[config.mk]
export PLATFORM = sky130hd
export DESIGN_NAME = regfile_wb_arbiter
export DESIGN_NICKNAME = d
export VERILOG_FILES = /design/src/rtl/regfile_wb_arbiter.sv
export SDC_FILE = /design/constraint.sdc
export NUM_CORES = 1
export LEC_CHECK = 0
export ABC_CLOCK_PERIOD_IN_PS = 5000
export CORE_MARGIN = 2
export CORE_UTILIZATION = 50
export CTS_CLUSTER_SIZE = 8
export DETAILED_ROUTE_END_ITERATION = 10
export GPL_ROUTABILITY_DRIVEN = 0
export PLACE_DENSITY = 0.83
export SLEW_MARGIN = 25
export SYNTH_ARGS = -nofsm -noshare
export SYNTH_HDL_FRONTEND = slang
export SYNTH_SLANG_ARGS = --single-unit
[constraint.sdc]
create_clock -name Clock -period 5 [get_ports Clock]
set_input_delay 1.25 -clock Clock [delete_from_list [all_inputs] [get_ports Clock]]
set_output_delay 1.25 -clock Clock [all_outputs]
set_load 0.005 [all_outputs]
[src/rtl/regfile_wb_arbiter.sv]
`default_nettype none
// ============================================================================
//  Module   : regfile_wb_arbiter
//  Purpose  : Arbitrates the register-file write port between the in-order
//             pipeline (source A, fixed priority) and long-latency units
//             (source B, buffered in a small FIFO). Reports RAW hazards
//             against live queued B results so decode can stall.
//  Options  : WB_BYPASS_EN - when defined, a B result arriving while A is
//             idle and the queue is empty goes straight to the write port.
//  Revision : 1.0 - initial release
// ============================================================================
module regfile_wb_arbiter #(
    parameter int DATA_W   = 32,
    parameter int ADDR_W   = 5,
    parameter int DEPTH    = 4,
    parameter int MAX_WAIT = 8
) (
    input  logic              Clock,
    input  logic              Reset,
    input  logic              A_Valid,
    input  logic [ADDR_W-1:0] A_Rg,
    input  logic [DATA_W-1:0] A_Data,
    output logic              A_Stall,
    input  logic              B_Valid,
    output logic              B_Ready,
    input  logic [ADDR_W-1:0] B_Rg,
    input  logic [DATA_W-1:0] B_Data,
    input  logic [ADDR_W-1:0] ReadRg1,
    input  logic [ADDR_W-1:0] ReadRg2,
    output logic              Busy1,
    output logic              Busy2,
    output logic [ADDR_W-1:0] WriteRg,
    output logic              RegWrite,
    output logic [DATA_W-1:0] WriteData
);

    localparam int c_PTR_W  = $clog2(DEPTH);
    localparam int c_CNT_W  = c_PTR_W + 1;
    localparam int c_WAIT_W = $clog2(MAX_WAIT + 1);

    localparam logic [c_CNT_W-1:0]  c_FULL     = c_CNT_W'(DEPTH);
    localparam logic [c_WAIT_W-1:0] c_MAX_WAIT = c_WAIT_W'(MAX_WAIT);
    localparam logic [c_WAIT_W-1:0] c_WAIT_ONE = c_WAIT_W'(1);
    localparam logic [c_PTR_W-1:0]  c_PTR_ONE  = c_PTR_W'(1);

    // Queue storage; live_q is cleared on pop so only present entries are live
    logic [ADDR_W-1:0]   rg_q   [DEPTH];
    logic [DATA_W-1:0]   data_q [DEPTH];
    logic                live_q [DEPTH];
    logic [c_PTR_W-1:0]  rd_ptr_q;
    logic [c_PTR_W-1:0]  wr_ptr_q;
    logic [c_CNT_W-1:0]  count_q;
    logic [c_WAIT_W-1:0] wait_q;
    logic [c_WAIT_W-1:0] wait_d;

    logic              head_present;
    logic              head_live;
    logic              pop;
    logic              enq;
    logic              kill;
    logic              bypass;
    logic              issue_we;
    logic [ADDR_W-1:0] issue_rg;
    logic [DATA_W-1:0] issue_data;

    // Full check uses the pre-pop count, so a full queue never enqueues
    assign B_Ready = (count_q != c_FULL);
    assign enq     = B_Valid && B_Ready && !bypass;

    // Per-cycle write-port selection: starved B head, then A, then B head, then bypass
    always_comb begin
        head_present = (count_q != '0);
        head_live    = head_present && live_q[rd_ptr_q];
        pop          = 1'b0;
        kill         = 1'b0;
        bypass       = 1'b0;
        A_Stall      = 1'b0;
        issue_we     = 1'b0;
        issue_rg     = rg_q[rd_ptr_q];
        issue_data   = data_q[rd_ptr_q];
        wait_d       = wait_q;
        if ((wait_q == c_MAX_WAIT) && head_live) begin
            pop      = 1'b1;
            issue_we = 1'b1;
            A_Stall  = A_Valid;
            wait_d   = '0;
        end else if (A_Valid) begin
            issue_we   = (A_Rg != '0);
            issue_rg   = A_Rg;
            issue_data = A_Data;
            kill       = (A_Rg != '0);
            // A dead head cannot starve, so only a live head accumulates wait
            if (head_live && (wait_q != c_MAX_WAIT)) begin
                wait_d = wait_q + c_WAIT_ONE;
            end
        end else if (head_present) begin
            pop      = 1'b1;
            issue_we = live_q[rd_ptr_q];
            wait_d   = '0;
        end else begin
`ifdef WB_BYPASS_EN
            if (B_Valid && (B_Rg != '0)) begin
                bypass     = 1'b1;
                issue_we   = 1'b1;
                issue_rg   = B_Rg;
                issue_data = B_Data;
            end
`endif
        end
    end

    // Queue update: kill older same-register entries, pop head, append new B
    always_ff @(posedge Clock) begin
        if (Reset) begin
            for (int i = 0; i < DEPTH; i++) begin
                live_q[i] <= 1'b0;
                rg_q[i]   <= '0;
                data_q[i] <= '0;
            end
            rd_ptr_q <= '0;
            wr_ptr_q <= '0;
            count_q  <= '0;
            wait_q   <= '0;
        end else begin
            for (int i = 0; i < DEPTH; i++) begin
                if (kill && live_q[i] && (rg_q[i] == A_Rg)) begin
                    live_q[i] <= 1'b0;
                end
            end
            if (pop) begin
                live_q[rd_ptr_q] <= 1'b0;
                rd_ptr_q         <= rd_ptr_q + c_PTR_ONE;
            end
            // Same-cycle enqueue lands in a non-present slot, so it overrides any kill
            if (enq) begin
                rg_q[wr_ptr_q]   <= B_Rg;
                data_q[wr_ptr_q] <= B_Data;
                live_q[wr_ptr_q] <= (B_Rg != '0);
                wr_ptr_q         <= wr_ptr_q + c_PTR_ONE;
            end
            count_q <= count_q + c_CNT_W'(enq) - c_CNT_W'(pop);
            wait_q  <= wait_d;
        end
    end

    // Registered write port; address/data hold when no write is issued
    always_ff @(posedge Clock) begin
        if (Reset) begin
            WriteRg   <= '0;
            RegWrite  <= 1'b0;
            WriteData <= '0;
        end else begin
            RegWrite <= issue_we;
            if (issue_we) begin
                WriteRg   <= issue_rg;
                WriteData <= issue_data;
            end
        end
    end

    // RAW hazard lookup against live queued entries; register 0 never hazards
    always_comb begin
        Busy1 = 1'b0;
        Busy2 = 1'b0;
        for (int i = 0; i < DEPTH; i++) begin
            if (live_q[i] && (rg_q[i] == ReadRg1) && (ReadRg1 != '0)) Busy1 = 1'b1;
            if (live_q[i] && (rg_q[i] == ReadRg2) && (ReadRg2 != '0)) Busy2 = 1'b1;
        end
    end

endmodule
`default_nettype wire

==> metrics.md, run 1 <==
| Metric | Value |
|---|---|
| First-pass detailed-route iteration total | 5 |
| Reg2Reg Capture Point | count_q[2]$_SDFF_PP0_ |
| Clk_lat worst skew | 0.54 ns |
| Total global-route track usage | 22.00% |
| Worst Skew | 0.007271 ns |
| Reg2Reg Depth | 9 |
| Arrival @ worst endpoint | between 3 and 4 ns |
| Finished Core Util | 64.06% |
| Final setup viols | 0 |
| FMAX | roughly 220 MHz |
| Clock buffer depth | 3 |
| Min-Delay Startpoint | WriteData[3]$_SDFFE_PP0P_ |
| DR vias/cell | 5.539 |
| Post-layout min period | approximately 4.5 ns |
| Leak pwr | 4.397 nW |
| Initial core utilization | 51.18% |
| Fin cells | around 1.1k |
| Placed inst area | about 11,000 sq um |
| Number of synthesized flops with an enable pin | approximately 150 |
| Synth Warn # | 0 |
| Status | finished, final reports clean |
| Final hold vios | 0 |
| Net count after synthesis | approximately 800 |
| First-pass GRT wire length | between 30 and 40 mm |
| Clock Pin Slew Worst Setup and Hold Paths | 0.05 ns |
| Worst-margin pin slew | roughly 0.75 ns |
| Core ar. | between 15,000 and 20,000 sq um |
| Setup Fix Bufs, Post-CTS | 0 |
| Top-count cell post-synth | and2_1 |
| # fillers | about 1.4k |
| Critical path data required time | between 3 and 4 ns |
| Post-route cell area | ~12,000 sq um |
| Nets | 931 |
| Fin. max-slew vios | 0 |
| ANT nets after route | 0 |
| DRC | 0 |
| Synthesized area | just under 10,000 sq um |
| Crit end category | primary output |
| # diodes | 0 |
| Initial antenna violation count | 0 |
| Vias after detailed routing | 6,159 |
| Vias in the first global route | roughly 6.3k |
| Setup CP Type | primary input to primary output |
| RSZ-0062 raised after global routing | no |
| Hold/Removal Path Class | register to register |
| Largest net degree at the start of global routing | 38 |
| Hold_buf cts | 0 |
| Area occupied by multi-input gates | around 3800 sq um |
| Dominant synthesized flop cell | edfxtp_1 |
| Placed cells | between 1k and 1.5k |
| Die height | 142.8 microns |
| Seq/Total Area, Yosys | 57.95% |
| Critical R2R Launch | live_q[3]$_SDFFCE_PN0P_ |
| Post-synth ARST share | 0% |
| Clk root buf | clkbuf_16 |
| Post-Synthesis Cells | about 700 |
| Post-synth top cells | and2_1 (153), edfxtp_1 (152), dfxtp_1 (51) |
| CTS Buf Count | 29 |
| Area grow syn2layout | 25.16% |
| Die footprint | roughly 20,000 sq um |
| Drt initial violations | about 560 |
| Post-synth top area share | a little under half |
| Worst slack at placement | around 0.53 ns |
| Total gr overflow | 0 |
| Routed len/inst | ~20 microns |
| P per Cell Area | around 420 nW/um^2 |
| Final WS setup | ~0.51 ns |
| Std-Cell Rows | 50 |
| Sink Count | slightly above 200 |
| Max-cap viol count | 0 |
| Setup slack, reg-to-reg | about 2.2 ns |
| Final Cycle Share | between 80% and 90% |
| H-tree depth | 1 |
| Die W | between 100 and 150 microns |
| CP max FO | 5 |
| Peak VDD IR | 0.2888 mV |
| Worst Hold Endpoint | WriteData[3]$_SDFFE_PP0P_ |
| Setup crit start kind | primary input |
| Setup TNS after final layout | 0 ns |
| Top post-synthesis cells by area | edfxtp_1 (47%), dfxtp_1 (11%), and2_1 (9.9%) |
| Worst Hold Path Cells | 1 |
| Share of cells above drive strength 1 | about 16% |
| IO Pins | 130 |
| # resized after CTS | 0 |
| DPL Wire Length | 13.93 mm |
| CTS tree | yes |
| Largest area contributor in the synthesized netlist | edfxtp_1 |
| Final WL | about 22 mm |
| Synth Area per Inst | between 10 and 15 sq um |
| Count of cell types in the netlist | 44 |
| IO Port Bufs | about 130 |
| Normalized max-slew margin | about half |
| Register area | 5588 sq um |
| Register bit count reported by yosys | 203 |
==> final cells by class <==
cell class | instances | share of cell area, %
Clock buffer | 52 | 6.908
Clock inverter | 1 | 0.1660
Inverter | 12 | 0.3734
Multi-Input combinational cell | 436 | 31.44
Sequential cell | 203 | 46.32
Tap cell | 260 | 2.697
Timing Repair Buffer | 148 | 12.09
==> flip-flops by register name, indices dropped and copies added, names as in the netlist, named ones only <==
name and cells:
WriteData 32, rg_q 20, count_q 3, live_q 4
data_q 128, wait_q 4, wr_ptr_q 2, rd_ptr_q 2
RegWrite 1, WriteRg 5
==> report_power, final <==
group	total (mW)	internal, mW	switching [mW]
clock network	1.83	1.12	0.711
registers	2.15	2.03	0.118
logic	1.05	0.568	0.485
total	5.03	3.71	1.31
==> cell usage in the layout, fill, tap and decap left out, drive strengths merged, types with 13 or more instances in the layout <==
cell,n
mux4,38
dfxtp,51
and2,153
a221o,37
inv,13
buf,19
edfxtp,152
nor2,13
clkdlybuf4s50,129
clkbuf,52
xnor2,17
nor2b,39
xor2,48
==> stage by stage <==
step | hold slack [ns] | power [mW]
4_1_cts | 0.4882 | 5.069
2_1_floorplan | 0.4790 | 2.855
6_report | 0.4813 | 5.029
3_3_place_gp | 0.4707 | 3.205
5_1_grt | 0.4986 | 5.234
3_5_place_dp | 0.4719 | 3.236
==> logic make-up after synthesis <==
kind of cell	Yosys count	share of synthesized area, %
AO/OA/AOI/OAI	56	5.972
XOR/XNOR	65	5.907
multiplexers	39	8.984
buffers and inverters	64	2.947
AND/OR/NAND/NOR	263	16.47
flip-flops	203	57.95
adder cells (fa/ha/maj)	13	1.766
==> critical path: stages <==
cell,delay [ns]
clkdlybuf4s50_1,0.53
xor2_1,0.20
nor4_1,0.40
nand3_1,0.12
nand4_1,0.11
o21a_1,0.13
clkdlybuf4s50_1,0.49
==> metal layers <==
metal / global-route usage, % / share of wire, %
met1: 28.71 / 41
met2: 37.88 / 50
met3: 3.421 / 6.1
met4: 7.243 / 2.7
met5: 0 / 0
==> worst max path at each step <==
stage,cells past startpoint,slack (ns),to,from
2_1_floorplan,6,1.61,Busy2,ReadRg2[3]
3_3_place_gp,7,0.60,Busy1,ReadRg1[3]
3_5_place_dp,7,0.53,Busy1,ReadRg1[2]
4_1_cts,7,0.53,Busy1,ReadRg1[2]
5_1_grt,7,0.42,Busy1,ReadRg1[3]
6_report,7,0.51,Busy1,ReadRg1[3]
Note: power is estimated with default switching activity, not from simulation.
==> run 2, diff against run 1 <==
--- a/config.mk
+++ b/config.mk
@@ -12,6 +12,7 @@
 export DETAILED_ROUTE_END_ITERATION = 10
 export GPL_ROUTABILITY_DRIVEN = 0
 export PLACE_DENSITY = 0.83
+export SETUP_SLACK_MARGIN = 0.2
 export SLEW_MARGIN = 25
 export SYNTH_ARGS = -nofsm -noshare
 export SYNTH_HDL_FRONTEND = slang
==> results of run 2 <==
Final layout, timing and power as in run 1 (identical DEF).
==> run 3, diff against run 2 <==
--- a/config.mk
+++ b/config.mk
@@ -6,14 +6,14 @@
 export NUM_CORES = 1
 export LEC_CHECK = 0
 export ABC_CLOCK_PERIOD_IN_PS = 5000
-export CORE_MARGIN = 2
 export CORE_UTILIZATION = 50
+export CTS_BUF_LIST = sky130_fd_sc_hd__clkbuf_8
 export CTS_CLUSTER_SIZE = 8
 export DETAILED_ROUTE_END_ITERATION = 10
 export GPL_ROUTABILITY_DRIVEN = 0
 export PLACE_DENSITY = 0.83
 export SETUP_SLACK_MARGIN = 0.2
-export SLEW_MARGIN = 25
+export SLEW_MARGIN = 10
 export SYNTH_ARGS = -nofsm -noshare
 export SYNTH_HDL_FRONTEND = slang
 export SYNTH_SLANG_ARGS = --single-unit
==> run 3 against run 2 <==
  * Non-clock buffer count shrank 3
  * Total power shrank 9.3%
  * Critical path type unchanged
  * Flip-flop and latch count is the same
  * Sequential power is essentially flat
  * Via count grew 0.41%
  * First-iteration DRC count shrank 38%
  * Worst setup slack lost 0.12 ns
  * Hold slack gained 0.0042 ns
  * Critical path depth is the same
  * Register-to-register slack gained 0.05 ns
==> metrics.md, run 3 (synthesized netlist as in run 1, its figures left out) <==
| Metric | Value |
|---|---|
| Final WS setup | 0.3900 ns |
| Setup Fix Bufs, Post-CTS | 0 |
| Fin cells | between 1k and 1.5k |
| Arrival @ worst endpoint | between 3 and 4 ns |
| Final WL | 22.40 mm |
| Hold_buf cts | 0 |
| Clk_lat worst skew | just over 0.5 ns |
| Area grow syn2layout | 22.16% |
| Worst Skew | 0.01743 ns |
| Status | finished, final reports clean |
| First-pass GRT wire length | 34.92 mm |
| Routed len/inst | a little over 20 microns |
| Vias after detailed routing | 6,184 |
| Crit end category | primary output |
| Largest net degree at the start of global routing | 38 |
| ANT nets after route | 0 |
| Leak pwr | around 4.3 nW |
| Most frequent cells in the layout | and2_1 (153), edfxtp_1 (152), clkdlybuf4s50_1 (129) |
| First-pass detailed-route iteration total | 5 |
| H-tree depth | 2 |
| Total global-route track usage | 23.26% |
| Met3 WL | between 1.5 and 2 mm |
| Placed cells | 1,030 |
| Metal2 WL | 11.20 mm |
| # diodes | 0 |
| Nets | 934 |
| DPL Wire Length | approximately 14 mm |
| Fin. max-slew vios | 0 |
| Setup CP Type | primary input to primary output |
| CP max FO | 5 |
| Top Registers | data_q: 128 flops, WriteData: 32 flops, rg_q: 20 flops |
| Max-cap viol count | 0 |
| Max FFs per register | around 130 |
| Setup TNS after final layout | 0 ns |
| Normalized max-slew margin | approximately 44% |
| Std-Cell Rows | 50 |
| Sink Count | a little over 200 |
| Hold/Removal Path Class | register to register |
| FMAX | between 200 and 250 MHz |
| Final Cycle Share | between 90% and 100% |
| CTS Buf Count | 35 |
| Die footprint | 19,830 sq um |
| Clock Pin Slew Worst Setup and Hold Paths | approximately 0.060 ns |
| Largest register by flop count | data_q |
| Worst-margin pin slew | roughly 0.83 ns |
| IO Port Bufs | 129 |
| Setup crit start kind | primary input |
| RSZ-0062 raised after global routing | no |
| P per Cell Area | approximately 390 nW/um^2 |
| M1 WL | ~9.1 mm |
| Share of cells above drive strength 1 | between 10% and 20% |
| Critical path data required time | roughly 3.8 ns |
| Vias in the first global route | about 6.5k |
| IO Pins | 130 |
| DR vias/cell | 5.668 |
| Drt initial violations | 347 |
| Post-layout min period | roughly 4.6 ns |
| Peak VDD IR | around 0.23 mV |
| Final hold vios | 0 |
| Worst slack at placement | roughly 0.5 ns |
| Initial antenna violation count | 0 |
| Clock buffer depth | 3 |
| Most common cell after layout, fill and taps aside | and2_1 |
| # resized after CTS | 0 |
| Final setup viols | 0 |
| Core ar. | ~19,000 sq um |
| Clk root buf | clkbuf_8 |
| # fillers | between 1k and 1.5k |
| Top routing layer in use | met4 |
| Die height | ~140 microns |
| CTS tree | yes |
| Die W | 140.8 microns |
| Initial core utilization | roughly half |
| Total gr overflow | 0 |
| DRC | 0 |
run 3: cell count changes in the layout (fill, tap and decap cells not counted):
cell       previous run  this run
clkbuf_16            30         0
clkinv_2              0         2
buf_12                2         1
clkbuf_8              0        40
inv_1                11        25
inv_16                1         0
clkinv_1              0         5
buf_4                17        15
clkbuf_1             22         0
run 3: worst paths after layout:
path / start / endpoint / slack, ns / cells after the start
worst min register to register: WriteData[15]$_SDFFE_PP0P_ / WriteData[15]$_SDFFE_PP0P_ / 0.49 / 1
worst min-delay path: WriteData[15]$_SDFFE_PP0P_ / WriteData[15]$_SDFFE_PP0P_ / 0.49 / 1
worst max register to register: live_q[3]$_SDFFCE_PN0P_ / count_q[2]$_SDFF_PP0_ / 2.25 / 9
worst max-delay path: ReadRg2[3] / Busy2 / 0.39 / 7
run 3: worst max-delay path, cell delays in order:
cell             delay [ns]
clkdlybuf4s50_1        0.53
xor2_1                 0.22
nor4_1                 0.45
nand3_1                0.13
nand4_1                0.13
o21a_1                 0.14
clkdlybuf4s50_1        0.50
run 3: final cells by class:
| cell class | instances | area, sq um | area share, % |
|---|---|---|---|
| Clock buffer | 40 | 550.5 | 4.676 |
| Clock inverter | 21 | 81.33 | 0.6908 |
| Inverter | 12 | 45.04 | 0.3826 |
| Multi-Input combinational cell | 436 | 3792 | 32.21 |
| Sequential cell | 203 | 5588 | 47.46 |
| Tap cell | 234 | 292.8 | 2.487 |
| Timing Repair Buffer | 145 | 1424 | 12.09 |
run 3: layer usage:
layer / vias to the layer above / track usage (%)
met3: 58 / 4.620
li1: 2828 / -
met2: 231 / 39.62
met5: - / 0
met4: 0 / 10.41
met1: 3067 / 28.83
run 3: report_power, final:
| part | leakage (nW) | internal (mW) | switching, mW |
|---|---|---|---|
| Combinational | 1.97 | 0.563 | 0.478 |
| Sequential | 2.00 | 2.03 | 0.123 |
| Clock | 0.378 | 0.725 | 0.646 |
run 3: metrics by stage:
stage | util [%] | hold WS [ns] | instance area, sq um | total power, mW
after global routing | 62.73 | 0.4993 | 11770 | 4.781
after detailed placement | 59.37 | 0.4710 | 11140 | 3.231
after global placement | 59.37 | 0.4707 | 11140 | 3.199
after floorplan | - | 0.4790 | 9638 | 2.855
after CTS | 62.73 | 0.4901 | 11770 | 4.608
final | 62.73 | 0.4854 | 11770 | 4.564
